--- src/rtl/lcd_pkg.sv ---
// Shared definitions for the HD44780 write-only LCD controller.
package lcd_pkg;

  typedef enum logic [2:0] {
    ST_IDLE,
    ST_SETUP,
    ST_EN_HI,
    ST_HOLD,
    ST_EXEC
  } lcd_state_e;

  // Bit positions inside the processor LCD register.
  localparam int unsigned BIT_POWER  = 31;
  localparam int unsigned BIT_STROBE = 30;
  localparam int unsigned BIT_RS     = 9;
  localparam int unsigned DATA_MSB   = 7;

  // Default interface timing in clock cycles (50 MHz clock).
  localparam int unsigned DEF_T_SETUP = 2;
  localparam int unsigned DEF_T_EN    = 12;
  localparam int unsigned DEF_T_HOLD  = 2;
  localparam int unsigned DEF_T_EXEC  = 2000;
  localparam int unsigned DEF_T_LONG  = 82000;

  // Clear display (0x01) and return home (0x02/0x03) need the long wait.
  function automatic logic is_long_cmd(input logic rs, input logic [7:0] data);
    return !rs && (data == 8'h01 || data == 8'h02 || data == 8'h03);
  endfunction

  function automatic int unsigned max_u(input int unsigned a, input int unsigned b);
    return (a > b) ? a : b;
  endfunction

endpackage

--- src/rtl/lcd_timer.sv ---
// Loadable down-counter with zero flag, shared by every FSM state dwell.
module lcd_timer #(
  parameter int unsigned WIDTH = 17
) (
  input  logic             clk_i,
  input  logic             rst_ni,
  input  logic             load,
  input  logic [WIDTH-1:0] value,
  output logic             zero
);

  logic [WIDTH-1:0] count_q;

  // Load has priority; otherwise count down and saturate at zero.
  always_ff @(posedge clk_i or negedge rst_ni) begin
    if (!rst_ni) begin
      count_q <= '0;
    end else if (load) begin
      count_q <= value;
    end else if (count_q != '0) begin
      count_q <= count_q - WIDTH'(1);
    end
  end

  assign zero = (count_q == '0);

endmodule

--- src/rtl/lcd_ctrl.sv ---
// HD44780 write-only controller: strobe-toggle requests, one-entry pending
// buffer, timed SETUP/EN/HOLD/EXEC sequence per transfer.
module lcd_ctrl
  import lcd_pkg::*;
#(
  parameter int unsigned T_SETUP = DEF_T_SETUP,
  parameter int unsigned T_EN    = DEF_T_EN,
  parameter int unsigned T_HOLD  = DEF_T_HOLD,
  parameter int unsigned T_EXEC  = DEF_T_EXEC,
  parameter int unsigned T_LONG  = DEF_T_LONG
) (
  input  logic        clk_i,
  input  logic        rst_ni,
  input  logic [31:0] lcd_reg_i,
  output logic        lcd_busy_o,
  output logic        lcd_ovf_o,
  output logic        lcd_on_o,
  output logic        lcd_rs_o,
  output logic        lcd_rw_o,
  output logic        lcd_en_o,
  output logic [7:0]  lcd_data_o
);

  localparam int unsigned T_MAX =
    max_u(max_u(T_LONG, T_EXEC), max_u(T_EN, max_u(T_SETUP, T_HOLD)));
  localparam int unsigned TW = $clog2(T_MAX + 1);

  lcd_state_e state_q, state_d;
  logic       strobe_q;
  logic       pend_q, pend_d;
  logic       pend_rs_q, pend_rs_d;
  logic [7:0] pend_data_q, pend_data_d;
  logic       rs_q, rs_d;
  logic [7:0] data_q, data_d;
  logic       ovf_q, ovf_d;
  logic       en_q, busy_q, on_q;

  logic          timer_load;
  logic [TW-1:0] timer_value;
  logic          timer_zero;

  logic       power, req, req_rs, buffer_req;
  logic [7:0] req_data;
  logic       unused_bits;

  assign power       = lcd_reg_i[BIT_POWER];
  assign req         = power && (lcd_reg_i[BIT_STROBE] != strobe_q);
  assign req_rs      = lcd_reg_i[BIT_RS];
  assign req_data    = lcd_reg_i[DATA_MSB:0];
  assign unused_bits = ^{lcd_reg_i[29:10], lcd_reg_i[8]};

  lcd_timer #(.WIDTH(TW)) u_timer (
    .clk_i  (clk_i),
    .rst_ni (rst_ni),
    .load   (timer_load),
    .value  (timer_value),
    .zero   (timer_zero)
  );

  // Next-state, capture, pending-buffer and timer-load decisions.
  always_comb begin
    state_d     = state_q;
    pend_d      = pend_q;
    pend_rs_d   = pend_rs_q;
    pend_data_d = pend_data_q;
    rs_d        = rs_q;
    data_d      = data_q;
    ovf_d       = ovf_q;
    timer_load  = 1'b0;
    timer_value = '0;
    buffer_req  = 1'b0;

    if (!power) begin
      state_d = ST_IDLE;
      pend_d  = 1'b0;
    end else begin
      unique case (state_q)
        ST_IDLE: begin
          if (req) begin
            state_d     = ST_SETUP;
            rs_d        = req_rs;
            data_d      = req_data;
            timer_load  = 1'b1;
            timer_value = TW'(T_SETUP - 1);
          end
        end
        ST_SETUP: begin
          buffer_req = 1'b1;
          if (timer_zero) begin
            state_d     = ST_EN_HI;
            timer_load  = 1'b1;
            timer_value = TW'(T_EN - 1);
          end
        end
        ST_EN_HI: begin
          buffer_req = 1'b1;
          if (timer_zero) begin
            state_d     = ST_HOLD;
            timer_load  = 1'b1;
            timer_value = TW'(T_HOLD - 1);
          end
        end
        ST_HOLD: begin
          buffer_req = 1'b1;
          if (timer_zero) begin
            state_d     = ST_EXEC;
            timer_load  = 1'b1;
            timer_value = is_long_cmd(rs_q, data_q) ? TW'(T_LONG - 1) : TW'(T_EXEC - 1);
          end
        end
        ST_EXEC: begin
          // On the last cycle the next transfer (pending first, else a fresh
          // request) starts without an idle bubble; a fresh request arriving
          // as the pending entry drains refills the buffer instead of
          // overflowing it.
          if (timer_zero) begin
            if (pend_q) begin
              state_d     = ST_SETUP;
              rs_d        = pend_rs_q;
              data_d      = pend_data_q;
              timer_load  = 1'b1;
              timer_value = TW'(T_SETUP - 1);
              pend_d      = req;
              if (req) begin
                pend_rs_d   = req_rs;
                pend_data_d = req_data;
              end
            end else if (req) begin
              state_d     = ST_SETUP;
              rs_d        = req_rs;
              data_d      = req_data;
              timer_load  = 1'b1;
              timer_value = TW'(T_SETUP - 1);
            end else begin
              state_d = ST_IDLE;
            end
          end else begin
            buffer_req = 1'b1;
          end
        end
        default: state_d = ST_IDLE;
      endcase

      if (buffer_req && req) begin
        if (!pend_q) begin
          pend_d      = 1'b1;
          pend_rs_d   = req_rs;
          pend_data_d = req_data;
        end else begin
          ovf_d = 1'b1;
        end
      end
    end
  end

  // State and registered outputs, all derived from next-state values.
  always_ff @(posedge clk_i or negedge rst_ni) begin
    if (!rst_ni) begin
      state_q     <= ST_IDLE;
      strobe_q    <= 1'b0;
      pend_q      <= 1'b0;
      pend_rs_q   <= 1'b0;
      pend_data_q <= '0;
      rs_q        <= 1'b0;
      data_q      <= '0;
      ovf_q       <= 1'b0;
      en_q        <= 1'b0;
      busy_q      <= 1'b0;
      on_q        <= 1'b0;
    end else begin
      state_q     <= state_d;
      strobe_q    <= lcd_reg_i[BIT_STROBE];
      pend_q      <= pend_d;
      pend_rs_q   <= pend_rs_d;
      pend_data_q <= pend_data_d;
      rs_q        <= rs_d;
      data_q      <= data_d;
      ovf_q       <= ovf_d;
      en_q        <= (state_d == ST_EN_HI);
      busy_q      <= (state_d != ST_IDLE) || pend_d;
      on_q        <= power;
    end
  end

  assign lcd_busy_o = busy_q;
  assign lcd_ovf_o  = ovf_q;
  assign lcd_on_o   = on_q;
  assign lcd_rs_o   = rs_q;
  assign lcd_rw_o   = 1'b0;
  assign lcd_en_o   = en_q;
  assign lcd_data_o = data_q;

endmodule

--- config.mk ---
export PLATFORM = sky130hd
export DESIGN_NAME = lcd_ctrl
export DESIGN_NICKNAME = d
export VERILOG_FILES = /design/src/rtl/lcd_pkg.sv /design/src/rtl/lcd_timer.sv /design/src/rtl/lcd_ctrl.sv
export SDC_FILE = /design/constraint.sdc
export NUM_CORES = 1
export LEC_CHECK = 0
export BUFFER_PORTS_ARGS = -buffer_cell sky130_fd_sc_hd__buf_2
export CORE_MARGIN = 10
export CORE_UTILIZATION = 55
export CTS_BUF_LIST = sky130_fd_sc_hd__clkbuf_4
export DETAILED_ROUTE_END_ITERATION = 10
export GPL_TIMING_DRIVEN = 0
export PLACE_DENSITY = 0.84
export SLEW_MARGIN = 40
export SYNTH_ARGS = -nofsm -noshare
export SYNTH_HDL_FRONTEND = slang
export SYNTH_SLANG_ARGS = --single-unit
--- constraint.sdc ---
create_clock -name clk_i -period 2.75 [get_ports clk_i]
set_input_delay 0.55 -clock clk_i [delete_from_list [all_inputs] [get_ports clk_i]]
set_output_delay 0.55 -clock clk_i [all_outputs]
set_load 0.05 [all_outputs]
==> summary.md <==
| Metric | Value |
|---|---|
| Largest stage delay, worst path | 0.45 ns |
| Die Y | 84.5 µm |
| Hold WS | around 0.15 ns |
| Layout cell share with drive strength beyond 1 | 0.218 |
| Detailed Place HPWL | between 3 and 4 mm |
| Ys async rst share | 1.00 |
| Synth Area in Adders | 0.0109 |
| Setup crit end | u_timer.count_q[16] |
| CP Cell Sequence | inv_1 > ha_1 > nor4b_2 > nand4_2 > a211oi_2 > a31oi_1 > o31ai_1 |
| Max frequency | 421 MHz |
| Sequential element share of the synthesized area | 0.481 |
| CORE AREA | roughly 4000 µm² |
| Run status | completed |
| Rows | 23 |
| DP Cell Count | 304 |
| Critical R2R Launch | u_timer.count_q[0] |
| Worst Skew | ~0.0084 ns |
| DR vias/cell | 5.79 |
| DR pass1 iterations | 4 |
| Reg2Reg Setup Slack | 0.37 ns |
| ANT nets after route | 0 |
| DRC Markers | 0 |
| Mux share of post-synthesis cell area | 0.0531 |
| Power Density | 1040 nW/µm² |
| Combinational family with the most area after synthesis | simple AND/OR/NAND/NOR gates |
| Drt wl/cell | approximately 15 µm |
| Cell variety after synth | between 40 and 50 |
| Fin crit share | 0.864 |
| Post-CTS Hold Fix Bufs | 0 |
| Final Max Slew Viols | 0 |
| # H-tree levels | 2 |
| Pleak | about 1.2 nW |
| CP Max Fanout | 10 |
| Worst Setup Start Kind | flip-flop |
| Sink Count | 44 |
| Maximum vdd drop | ~0.5 mV |
| Grt ovf | 0 |
| Most frequent cells after synthesis | dfrtp_1 (44), nor2_1 (26), nand2_1 (16) |
| Worst path buffer plus inverter count | 1 |
| Post-Route WL | between 4 and 5 mm |
| Largest area contributor in the netlist | dfrtp_1 |
| Mapped Area | between 2000 and 2500 µm² |
| Worst EP required | between 3 and 4 ns |
| Final GP Congestion | around 0.86 |
| Main synth FF type | dfrtp_1 |
| Max-cap violation count | 0 |
| Die X | 84.5 µm |
| Non-Filler Instances | approximately 310 |
| Vias in the first global route | about 1,900 |
| Compound-Gate Fraction of Synth Area | 0.118 |
| Mean Syn Cell Area | 9.99 µm² |
| Util after Layout | 0.651 |
| Crit path from | u_timer.count_q[0] |
| Setup Fix Bufs, Post-CTS | 0 |
| Worst-Margin Slew | roughly 0.64 ns |
| Largest net degree at the start of global routing | between 40 and 50 |
| Clock Pin Slew Worst Setup and Hold Paths | between 0.1 and 0.15 ns |
| Synth Area in XOR/XNOR | 0.0613 |
| Post_cts resized | 0 |
| Full die area | approximately 7100 µm² |
| Synth top area share | 0.481 |
| Crit path max-delay family | compound AO/OA/AOI/OAI gates |
| Number of diodes | 0 |
| Yosys reg bits | 44 |
| Clock Latency Late Sink | about 0.36 ns |
| Clk buf depth | 2 |
| Fin nets | roughly 300 |
| EDFF count, synth | 0 |
| Worst reg-to-reg path cell count | 7 |
| Worst R2R End | u_timer.count_q[16] |
| Worst Slack Setup Final | between 0.3 and 0.4 ns |
| Crit Path Class | flip-flop to flip-flop |
| Port Buffers | 25 |
| RSZ-0062 raised after global routing | no |
| TNS Setup | 0 ns |
| Initial core utilization | 0.572 |
| Yosys warning count | 0 |
| Tmin final | approximately 2.4 ns |
| Count leader, synth | dfrtp_1 |
| Top Ports | 48 |
| Ranking of synthesized cells by area | dfrtp_1 (48%), nor2_1 (4.3%), mux2_2 (3.9%) |
| Initial antenna violation count | 0 |
| Hold/Removal Path Class | input port to asynchronous set/reset pin |
| CP endpoint kind | flip-flop |
| GRT Overall Usage | 0.132 |
| Final hold violations | 0 |
| Num CTS Buffers | 5 |
| Crit path DAT | around 2.7 ns |
| Syn_nets | 265 |
| Setup violations, final | 0 |
| Vias | about 1,800 |
| First-pass GRT wire length | just over 8 mm |
| Pre-CTS setup slack | slightly above 0.3 ns |
| Worst path depth | 7 |
| Simple-Gate Fraction of Synth Area | 0.245 |
| Synthesized instance count | 229 |
| Slew headroom | 0.573 |
| CTS tree | yes |
| Area Overhead vs Synth | 13.9% |
| 1st-iter DRT viols | 53 |
| Crit-path slowest cell | a211oi_2 |
| Clock root buffer | clkbuf_4 |
==> flip-flops by register name (all words and copies together), names as in the netlist <==
| register | count |
|---|---|
| u_timer.count_q | 17 |
| lcd_data_o | 8 |
| pend_data_q | 8 |
| state_q | 3 |
| lcd_busy_o | 1 |
| lcd_en_o | 1 |
| lcd_on_o | 1 |
| lcd_ovf_o | 1 |
| lcd_rs_o | 1 |
| pend_q | 1 |
| pend_rs_q | 1 |
| strobe_q | 1 |
==> kinds of logic (layout without fill, tap and decap cells) <==
family | after synthesis | in the layout
and+or+nand+nor | 97 | 97
AOI/OAI and AO/OA | 43 | 43
DFF | 44 | 44
muxes | 11 | 11
xor gates and xnor gates | 16 | 16
adders and majority gates | 2 | 2
buffers and inverters | 15 | 48
other | 1 | 1
==> cells in the final DEF (no fill, tap or decap), drive strengths merged, types with 3 or more instances in the layout <==
master	netlist	layout
dfrtp	44	44
buf	4	29
nor2	26	26
nand2	16	16
o21ai	15	15
a21oi	12	12
nor3	12	12
clkbuf	7	12
or3	11	11
xor2	10	10
mux2	9	9
nor4	7	7
xnor2	6	6
nand4	6	6
inv	4	4
and3	3	3
nand3	3	3
o31ai	3	3
bufinv	0	3
==> routing by layer <==
layer	GRT usage	part of all wire	vias up
li1	-	-	889
met1	0.141	0.45	884
met2	0.237	0.50	30
met3	0.0406	0.038	4
met4	0.0494	0.0084	0
met5	0	0	-
==> final cells by class <==
cell class | count | area (µm²)
clock buffer | 5 | 37.5
multi-input combinational | 170 | 1120
clock inverter | 3 | 90.1
tap | 50 | 62.6
fill | 313 | 1400
sequential | 44 | 1100
inverter | 4 | 15.0
timing repair buffer | 25 | 128
buffer | 11 | 51.3
==> worst register-to-register path, cell delays in order (launching register included) <==
cell and delay (ns):
dfrtp_1 0.43, inv_1 0.12, ha_1 0.16, nor4b_2 0.29, nand4_2 0.34, a211oi_2 0.46, a31oi_1 0.21, o31ai_1 0.30
==> stage by stage <==
step	total power [W]	instance area (µm²)
2_1_floorplan	0.00188	2290
3_3_place_gp	0.00208	2470
3_5_place_dp	0.00212	2480
4_1_cts	0.00271	2610
5_1_grt	0.00287	2610
6_report	0.00270	2610
==> power by group <==
part / leakage [nW] / total, W / switching (W) / internal [W]
clock: 0.0654 / 0.000591 / 0.000217 / 0.000374
combinational: 0.550 / 0.00102 / 0.000615 / 0.000401
sequential: 0.537 / 0.00109 / 0.000217 / 0.000876
total: 1.15 / 0.00270 / 0.00105 / 0.00165
==> worst min-delay path by stage <==
stage | start | end | slack [ns] | cells after the start
after floorplan | rst_ni | lcd_busy_o | 0.25 | 0
after global placement | lcd_ovf_o | lcd_ovf_o | 0.45 | 1
after detailed placement | lcd_ovf_o | lcd_ovf_o | 0.46 | 1
after CTS | rst_ni | lcd_data_o[3] | 0.17 | 1
after global routing | rst_ni | pend_data_q[4] | 0.18 | 1
final | rst_ni | u_timer.count_q[4] | 0.15 | 1
Note: power is estimated with default switching activity, not from simulation.
